$ cat src/rtl/br_resolve_ctrl_pkg.sv
// Shared constants and types for the EX-stage branch resolve block.
// funct3 branch codes and redirect FSM state encoding.
package br_resolve_ctrl_pkg;

  localparam logic [2:0] F3_BEQ  = 3'b000;
  localparam logic [2:0] F3_BNE  = 3'b001;
  localparam logic [2:0] F3_BLT  = 3'b100;
  localparam logic [2:0] F3_BGE  = 3'b101;
  localparam logic [2:0] F3_BLTU = 3'b110;
  localparam logic [2:0] F3_BGEU = 3'b111;

  typedef enum logic {
    ST_IDLE     = 1'b0,
    ST_REDIRECT = 1'b1
  } state_e;

endpackage

$ cat src/rtl/br_resolve_ctrl_if.sv
// EX-side bundle for br_resolve_ctrl: decode/flags/operands in,
// redirect, flushes, pulses and statistics counters out.
interface br_resolve_ctrl_if #(
  parameter int DATA_WIDTH = 32,
  parameter int CNT_WIDTH  = 32
);
  logic                  i_valid;
  logic                  i_stall;
  logic                  i_branch;
  logic                  i_jal;
  logic                  i_jalr;
  logic [2:0]            i_funct3;
  logic                  i_ctrl_LT;
  logic                  i_ctrl_LTU;
  logic                  i_ctrl_EQ;
  logic [DATA_WIDTH-1:0] i_pc;
  logic [DATA_WIDTH-1:0] i_imm;
  logic [DATA_WIDTH-1:0] i_rs1;
  logic                  o_redirect;
  logic [DATA_WIDTH-1:0] o_target;
  logic                  o_flush_ifid;
  logic                  o_flush_idex;
  logic                  o_misalign;
  logic                  o_illegal;
  logic [CNT_WIDTH-1:0]  o_br_cnt;
  logic [CNT_WIDTH-1:0]  o_br_taken_cnt;

  modport master (
    output i_valid, i_stall, i_branch, i_jal, i_jalr,
    output i_funct3, i_ctrl_LT, i_ctrl_LTU, i_ctrl_EQ,
    output i_pc, i_imm, i_rs1,
    input  o_redirect, o_target, o_flush_ifid,
    input  o_flush_idex, o_misalign, o_illegal,
    input  o_br_cnt, o_br_taken_cnt
  );

  modport slave (
    input  i_valid, i_stall, i_branch, i_jal, i_jalr,
    input  i_funct3, i_ctrl_LT, i_ctrl_LTU, i_ctrl_EQ,
    input  i_pc, i_imm, i_rs1,
    output o_redirect, o_target, o_flush_ifid,
    output o_flush_idex, o_misalign, o_illegal,
    output o_br_cnt, o_br_taken_cnt
  );

endinterface

$ cat src/rtl/br_cond_eval.sv
// Branch condition decode: funct3 + comparator flags -> cond/illegal.
// Ports: i_funct3, i_lt, i_ltu, i_eq in; o_cond, o_illegal out.
module br_cond_eval
  import br_resolve_ctrl_pkg::*;
(
  input  logic [2:0] i_funct3,
  input  logic       i_lt,
  input  logic       i_ltu,
  input  logic       i_eq,
  output logic       o_cond,
  output logic       o_illegal
);

  always_comb begin
    o_cond    = 1'b0;
    o_illegal = 1'b0;
    unique case (i_funct3)
      F3_BEQ:  o_cond = i_eq;
      F3_BNE:  o_cond = ~i_eq;
      F3_BLT:  o_cond = i_lt;
      F3_BGE:  o_cond = ~i_lt;
      F3_BLTU: o_cond = i_ltu;
      F3_BGEU: o_cond = ~i_ltu;
      default: o_illegal = 1'b1;
    endcase
  end

endmodule

$ cat src/rtl/br_resolve_ctrl.sv
// EX-stage branch/jump resolve: taken decision, target, registered
// redirect+flush FSM, misalign/illegal pulses, branch statistics.
// Ports: i_clk, i_rst (async, active-high), bus (slave side of
// br_resolve_ctrl_if carrying EX inputs and redirect/counter outputs).
module br_resolve_ctrl
  import br_resolve_ctrl_pkg::*;
#(
  parameter int DATA_WIDTH = 32,
  parameter int CNT_WIDTH  = 32
) (
  input  logic              i_clk,
  input  logic              i_rst,
  br_resolve_ctrl_if.slave  bus
);

  state_e                state_q, state_d;
  logic [DATA_WIDTH-1:0] target_q, target_d;
  logic                  misalign_q, misalign_d;
  logic                  illegal_q, illegal_d;
  logic [CNT_WIDTH-1:0]  br_cnt_q, br_cnt_d;
  logic [CNT_WIDTH-1:0]  tk_cnt_q, tk_cnt_d;

  logic                  cond;
  logic                  cond_ill;
  logic                  accept;
  logic                  is_br;
  logic                  taken;
  logic                  misalign;
  logic [DATA_WIDTH-1:0] base;
  logic [DATA_WIDTH-1:0] sum;
  logic [DATA_WIDTH-1:0] target;

  br_cond_eval u_cond (
    .i_funct3  (bus.i_funct3),
    .i_lt      (bus.i_ctrl_LT),
    .i_ltu     (bus.i_ctrl_LTU),
    .i_eq      (bus.i_ctrl_EQ),
    .o_cond    (cond),
    .o_illegal (cond_ill)
  );

  assign accept = bus.i_valid & ~bus.i_stall
                & (state_q == ST_IDLE);

  // jal/jalr outrank a simultaneous branch decode
  assign is_br = bus.i_branch & ~bus.i_jal & ~bus.i_jalr;
  assign taken = bus.i_jal | bus.i_jalr | (is_br & cond);

  assign base   = bus.i_jalr ? bus.i_rs1 : bus.i_pc;
  assign sum    = base + bus.i_imm;
  assign target = {sum[DATA_WIDTH-1:1], sum[0] & ~bus.i_jalr};

  assign misalign = taken & target[1];

  always_comb begin
    state_d    = state_q;
    target_d   = target_q;
    misalign_d = accept & misalign;
    illegal_d  = accept & is_br & cond_ill;
    br_cnt_d   = br_cnt_q;
    tk_cnt_d   = tk_cnt_q;

    if (accept & is_br) begin
      br_cnt_d = br_cnt_q + CNT_WIDTH'(1);
    end
    if (accept & is_br & cond) begin
      tk_cnt_d = tk_cnt_q + CNT_WIDTH'(1);
    end

    unique case (state_q)
      ST_IDLE: begin
        if (accept & taken & ~misalign) begin
          target_d = target;
          state_d  = ST_REDIRECT;
        end
      end
      ST_REDIRECT: begin
        if (~bus.i_stall) begin
          state_d = ST_IDLE;
        end
      end
    endcase
  end

  always_ff @(posedge i_clk or posedge i_rst) begin
    if (i_rst) begin
      state_q    <= ST_IDLE;
      target_q   <= '0;
      misalign_q <= 1'b0;
      illegal_q  <= 1'b0;
      br_cnt_q   <= '0;
      tk_cnt_q   <= '0;
    end else begin
      state_q    <= state_d;
      target_q   <= target_d;
      misalign_q <= misalign_d;
      illegal_q  <= illegal_d;
      br_cnt_q   <= br_cnt_d;
      tk_cnt_q   <= tk_cnt_d;
    end
  end

  logic redir;
  assign redir = (state_q == ST_REDIRECT);

  assign bus.o_redirect     = redir;
  assign bus.o_flush_ifid   = redir;
  assign bus.o_flush_idex   = redir;
  assign bus.o_target       = redir ? target_q : '0;
  assign bus.o_misalign     = misalign_q;
  assign bus.o_illegal      = illegal_q;
  assign bus.o_br_cnt       = br_cnt_q;
  assign bus.o_br_taken_cnt = tk_cnt_q;

endmodule
$ cat src/flat_wrapper.sv
// flat-port wrapper written by rule: the top's interface ports become plain ports
module br_resolve_ctrl_flat import br_resolve_ctrl_pkg::*;
#(
  parameter int DATA_WIDTH = 32,
  parameter int CNT_WIDTH  = 32
)
  (i_clk, i_rst, bus_i_valid, bus_i_stall, bus_i_branch, bus_i_jal, bus_i_jalr, bus_i_funct3, bus_i_ctrl_LT, bus_i_ctrl_LTU, bus_i_ctrl_EQ, bus_i_pc, bus_i_imm, bus_i_rs1, bus_o_redirect, bus_o_target, bus_o_flush_ifid, bus_o_flush_idex, bus_o_misalign, bus_o_illegal, bus_o_br_cnt, bus_o_br_taken_cnt);
  br_resolve_ctrl_if #(.DATA_WIDTH(DATA_WIDTH), .CNT_WIDTH(CNT_WIDTH)) bus_i ();
  input  logic i_clk;
  input  logic i_rst;
  input wire logic [$bits(bus_i.i_valid)-1:0] bus_i_valid;
  input wire logic [$bits(bus_i.i_stall)-1:0] bus_i_stall;
  input wire logic [$bits(bus_i.i_branch)-1:0] bus_i_branch;
  input wire logic [$bits(bus_i.i_jal)-1:0] bus_i_jal;
  input wire logic [$bits(bus_i.i_jalr)-1:0] bus_i_jalr;
  input wire logic [$bits(bus_i.i_funct3)-1:0] bus_i_funct3;
  input wire logic [$bits(bus_i.i_ctrl_LT)-1:0] bus_i_ctrl_LT;
  input wire logic [$bits(bus_i.i_ctrl_LTU)-1:0] bus_i_ctrl_LTU;
  input wire logic [$bits(bus_i.i_ctrl_EQ)-1:0] bus_i_ctrl_EQ;
  input wire logic [$bits(bus_i.i_pc)-1:0] bus_i_pc;
  input wire logic [$bits(bus_i.i_imm)-1:0] bus_i_imm;
  input wire logic [$bits(bus_i.i_rs1)-1:0] bus_i_rs1;
  output wire logic [$bits(bus_i.o_redirect)-1:0] bus_o_redirect;
  output wire logic [$bits(bus_i.o_target)-1:0] bus_o_target;
  output wire logic [$bits(bus_i.o_flush_ifid)-1:0] bus_o_flush_ifid;
  output wire logic [$bits(bus_i.o_flush_idex)-1:0] bus_o_flush_idex;
  output wire logic [$bits(bus_i.o_misalign)-1:0] bus_o_misalign;
  output wire logic [$bits(bus_i.o_illegal)-1:0] bus_o_illegal;
  output wire logic [$bits(bus_i.o_br_cnt)-1:0] bus_o_br_cnt;
  output wire logic [$bits(bus_i.o_br_taken_cnt)-1:0] bus_o_br_taken_cnt;
  assign bus_i.i_valid = bus_i_valid;
  assign bus_i.i_stall = bus_i_stall;
  assign bus_i.i_branch = bus_i_branch;
  assign bus_i.i_jal = bus_i_jal;
  assign bus_i.i_jalr = bus_i_jalr;
  assign bus_i.i_funct3 = bus_i_funct3;
  assign bus_i.i_ctrl_LT = bus_i_ctrl_LT;
  assign bus_i.i_ctrl_LTU = bus_i_ctrl_LTU;
  assign bus_i.i_ctrl_EQ = bus_i_ctrl_EQ;
  assign bus_i.i_pc = bus_i_pc;
  assign bus_i.i_imm = bus_i_imm;
  assign bus_i.i_rs1 = bus_i_rs1;
  assign bus_o_redirect = bus_i.o_redirect;
  assign bus_o_target = bus_i.o_target;
  assign bus_o_flush_ifid = bus_i.o_flush_ifid;
  assign bus_o_flush_idex = bus_i.o_flush_idex;
  assign bus_o_misalign = bus_i.o_misalign;
  assign bus_o_illegal = bus_i.o_illegal;
  assign bus_o_br_cnt = bus_i.o_br_cnt;
  assign bus_o_br_taken_cnt = bus_i.o_br_taken_cnt;
  br_resolve_ctrl #(.DATA_WIDTH(DATA_WIDTH), .CNT_WIDTH(CNT_WIDTH)) u_core (.i_clk(i_clk), .i_rst(i_rst), .bus(bus_i));
endmodule
$ cat config.mk
export PLATFORM = sky130hd
export DESIGN_NAME = br_resolve_ctrl_flat
export DESIGN_NICKNAME = d
export VERILOG_FILES = /design/src/rtl/br_resolve_ctrl_pkg.sv /design/src/rtl/br_resolve_ctrl_if.sv /design/src/rtl/br_cond_eval.sv /design/src/rtl/br_resolve_ctrl.sv /design/src/flat_wrapper.sv
export SDC_FILE = /design/constraint.sdc
export NUM_CORES = 1
export LEC_CHECK = 0
export CORE_ASPECT_RATIO = 0.9
export CORE_MARGIN = 3
export CORE_UTILIZATION = 32
export CTS_CLUSTER_SIZE = 28
export DETAILED_ROUTE_END_ITERATION = 16
export PLACE_DENSITY = 0.65
export SLEW_MARGIN = 20
export SYNTH_ARGS = -nofsm -noshare
export SYNTH_HDL_FRONTEND = slang
export SYNTH_SLANG_ARGS = --single-unit
export TNS_END_PERCENT = 20
$ cat constraint.sdc
create_clock -name i_clk -period 4.05 [get_ports i_clk]
set_input_delay 0.6075 -clock i_clk [delete_from_list [all_inputs] [get_ports i_clk]]
set_output_delay 0.6075 -clock i_clk [all_outputs]
set_load 0.02 [all_outputs]
==> results.cfg <==
[status]
status = complete, no violations

[cells_and_area]
final_common_cell = clkdlybuf4s50_1
fillers = 1889
final_layout_size_suffix_gt1_frac = 0.08032
layout_common_cells = clkdlybuf4s50_1, dfrtp_1, nand2_1
layout-area-overhead-vs-synth_pct = 41.02
final_area_um2 = 9076
nets = 1022
antenna_cells = 0

[flow_run]
drv_cap = 0

[clock_tree]
worstSkewPairLatency_ns = 0.35
clkTransAtPathRegs_ns = 0.07
clkSinkCount = 99
clockBufferDepth = 2
cts_resized = 0
cts_tree = done
holdBufCountCts = 0
htree_levels = 3
cts-buffers-inserted = 9
post-cts-setup-buffers = 0
cts_root_buf = clkbuf_16

[route]
drt_pass1_iterations = 5
drt-initial-drc-count = 166
post_drt_wl_per_cell_um = 15.48
antenna_left = 0
drc = 0
vias = 5570
routed_via_density = 4.912
routed_wirelength_um = 17550

[grt]
grt_pass1_wl_um = 28340
antenna_found_initial = 0
grt_pass1_vias = 5401
grt_max_degree = 100
grt_usage = 0.1599
overflow = 0

[sta]
fmax_ghz = 0.3115
slew_violations = 0
rsz0062_at_grt = false
hold_viol_final = 0
fin_crit_sh = 0.7927
period_minus_slack_ns = 3.210
tightest_slew_ns = 0.5583
clock_skew_ns = 0.006779
relSlewSlack = 0.6182
setup-tns-final_ns = 0
setup_viol = 0

[synth]
avgSynthCellArea_um2 = 9.493
synth_edf_count = 0
ys_types = 58
ys_ff_latch = 99
syn_inst = 678
ys_seq_area_frac = 0.3849
syn_area_um2 = 6436
synth_nets = 821
synthFlopType = dfrtp_1
synthArstFlopShare = 1.000
ys_warn_count = 0

[floorplan]
die-area_um2 = 21850
ios = 210
start_util = 0.3308
die_w_um = 155.5
num_rows = 48
fp.coreArea_um2 = 19460
die_h_um = 140.5

[place]
place_area_um2 = 8770
dp_hpwl_um = 13860
io_buffer_count = 209
gp_congestion = 0.8440

[critical_path]
arrival_ns = 3.42
cp-start-kind = primary input
crit_required_ns = 4.26
cp-end-kind = flip-flop
worstSetupPathType = primary input to flip-flop
crit_path_max_fanout = 6

[min_path]
hold_path_class = flip-flop to flip-flop

[power_and_ir_drop]
power_density_nw_per_um2 = 341.4
peakVddDrop_uv = 166.7
p_leak_nw = 3.893
==> worst paths after layout <==
check / from / to / slack, ns / cells after the start
max: bus_i_rs1[0] / u_core.target_q[28]$_DFFE_PP0P_ / 0.84 / 12
max reg2reg: u_core.bus.o_flush_idex$_DFF_PP0_ / u_core.target_q[26]$_DFFE_PP0P_ / 1.69 / 7
min: u_core.target_q[21]$_DFFE_PP0P_ / u_core.target_q[21]$_DFFE_PP0P_ / 0.47 / 2
min reg2reg: u_core.target_q[21]$_DFFE_PP0P_ / u_core.target_q[21]$_DFFE_PP0P_ / 0.47 / 2
max in group asynchronous: i_rst / u_core.bus.o_br_cnt[9]$_DFFE_PP0P_ / 2.90 / 3
min in group asynchronous: i_rst / u_core.bus.o_br_cnt[29]$_DFFE_PP0P_ / 0.75 / 3
==> cells by family after synthesis <==
kind of cell    synth area share
simple gates              0.1930
compound gates            0.1380
flops                     0.3849
xor+xnor                  0.1252
buf+inv                  0.02916
mux                      0.06240
fa+ha+maj                0.06726
==> layout make-up <==
cell class              count  area (um2)  share of cell area
flip-flops and latches     99        2477              0.2730
multi-input cells         542        3771              0.4155
clock buffers               9       225.2             0.02481
repair buffers            216        2165              0.2385
well taps                 250       312.8             0.03446
inverters                  11       43.79            0.004825
clock inverters             7       81.33            0.008961
==> state kept, by name, indices dropped and copies added, names as in the netlist <==
signal                     count
u_core.bus.o_misalign          1
u_core.bus.o_br_cnt           32
u_core.target_q               32
u_core.bus.o_flush_idex        1
u_core.bus.o_br_taken_cnt     32
u_core.bus.o_illegal           1
==> per-stage QoR <==
stage	hold WS [ns]	instances	power [W]	utilization	setup slack (ns)
after floorplan	0.4349	678	0.001838	-	0.6191
after global placement	0.4526	1118	0.002215	0.4507	0.5276
after detailed placement	0.4617	1118	0.002228	0.4507	0.4902
after CTS	0.4769	1134	0.003143	0.4664	0.8465
after global routing	0.4970	1134	0.003306	0.4664	0.4762
final	0.4726	1134	0.003099	0.4664	0.8396
==> per-layer routing <==
layer,wire length (um),share of wire,vias up,track usage
li1,-,-,2794,-
met1,8406,0.48,2583,0.2236
met2,7980,0.45,175,0.2567
met3,939,0.054,18,0.03120
met4,224,0.013,0,0.03639
met5,0,0,-,0
==> power by group <==
part           switching [W]  internal [W]
sequential         0.0000960       0.00115
combinational       0.000491      0.000460
clock               0.000410      0.000491
==> synthesized netlist by cell type (4+ instances only) <==
cell type | instances | share of area
xor2_1 | 36 | 0.049
nor2_1 | 30 | 0.017
dfrtp_1 | 99 | 0.38
xnor2_1 | 56 | 0.076
ha_1 | 33 | 0.064
inv_1 | 11 | 0.0064
buf_6 | 4 | 0.0070
o21bai_1 | 4 | 0.0047
nand2_1 | 86 | 0.050
mux2_2 | 33 | 0.058
and3_1 | 11 | 0.011
nor2b_1 | 7 | 0.0068
a211oi_1 | 6 | 0.0070
or2_2 | 4 | 0.0039
buf_4 | 4 | 0.0047
o21ai_0 | 40 | 0.031
and2_1 | 38 | 0.037
a21oi_1 | 33 | 0.026
o211ai_1 | 7 | 0.0082
nand3_1 | 19 | 0.015
a21o_1 | 12 | 0.014
nor3_1 | 10 | 0.0078
nand4_1 | 22 | 0.021
clkbuf_1 | 15 | 0.0087
and4_1 | 7 | 0.0095
==> critical path, cell delays in order <==
cell	delay [ns]
clkdlybuf4s50_1	0.39
mux2_2	0.26
ha_1	0.23
fa_1	0.41
a21oi_1	0.30
o21ai_0	0.16
a41oi_1	0.25
buf_4	0.18
a211oi_1	0.09
nor3_1	0.23
mux2i_1	0.21
o211ai_1	0.10
(Power assumes the default switching activity.)
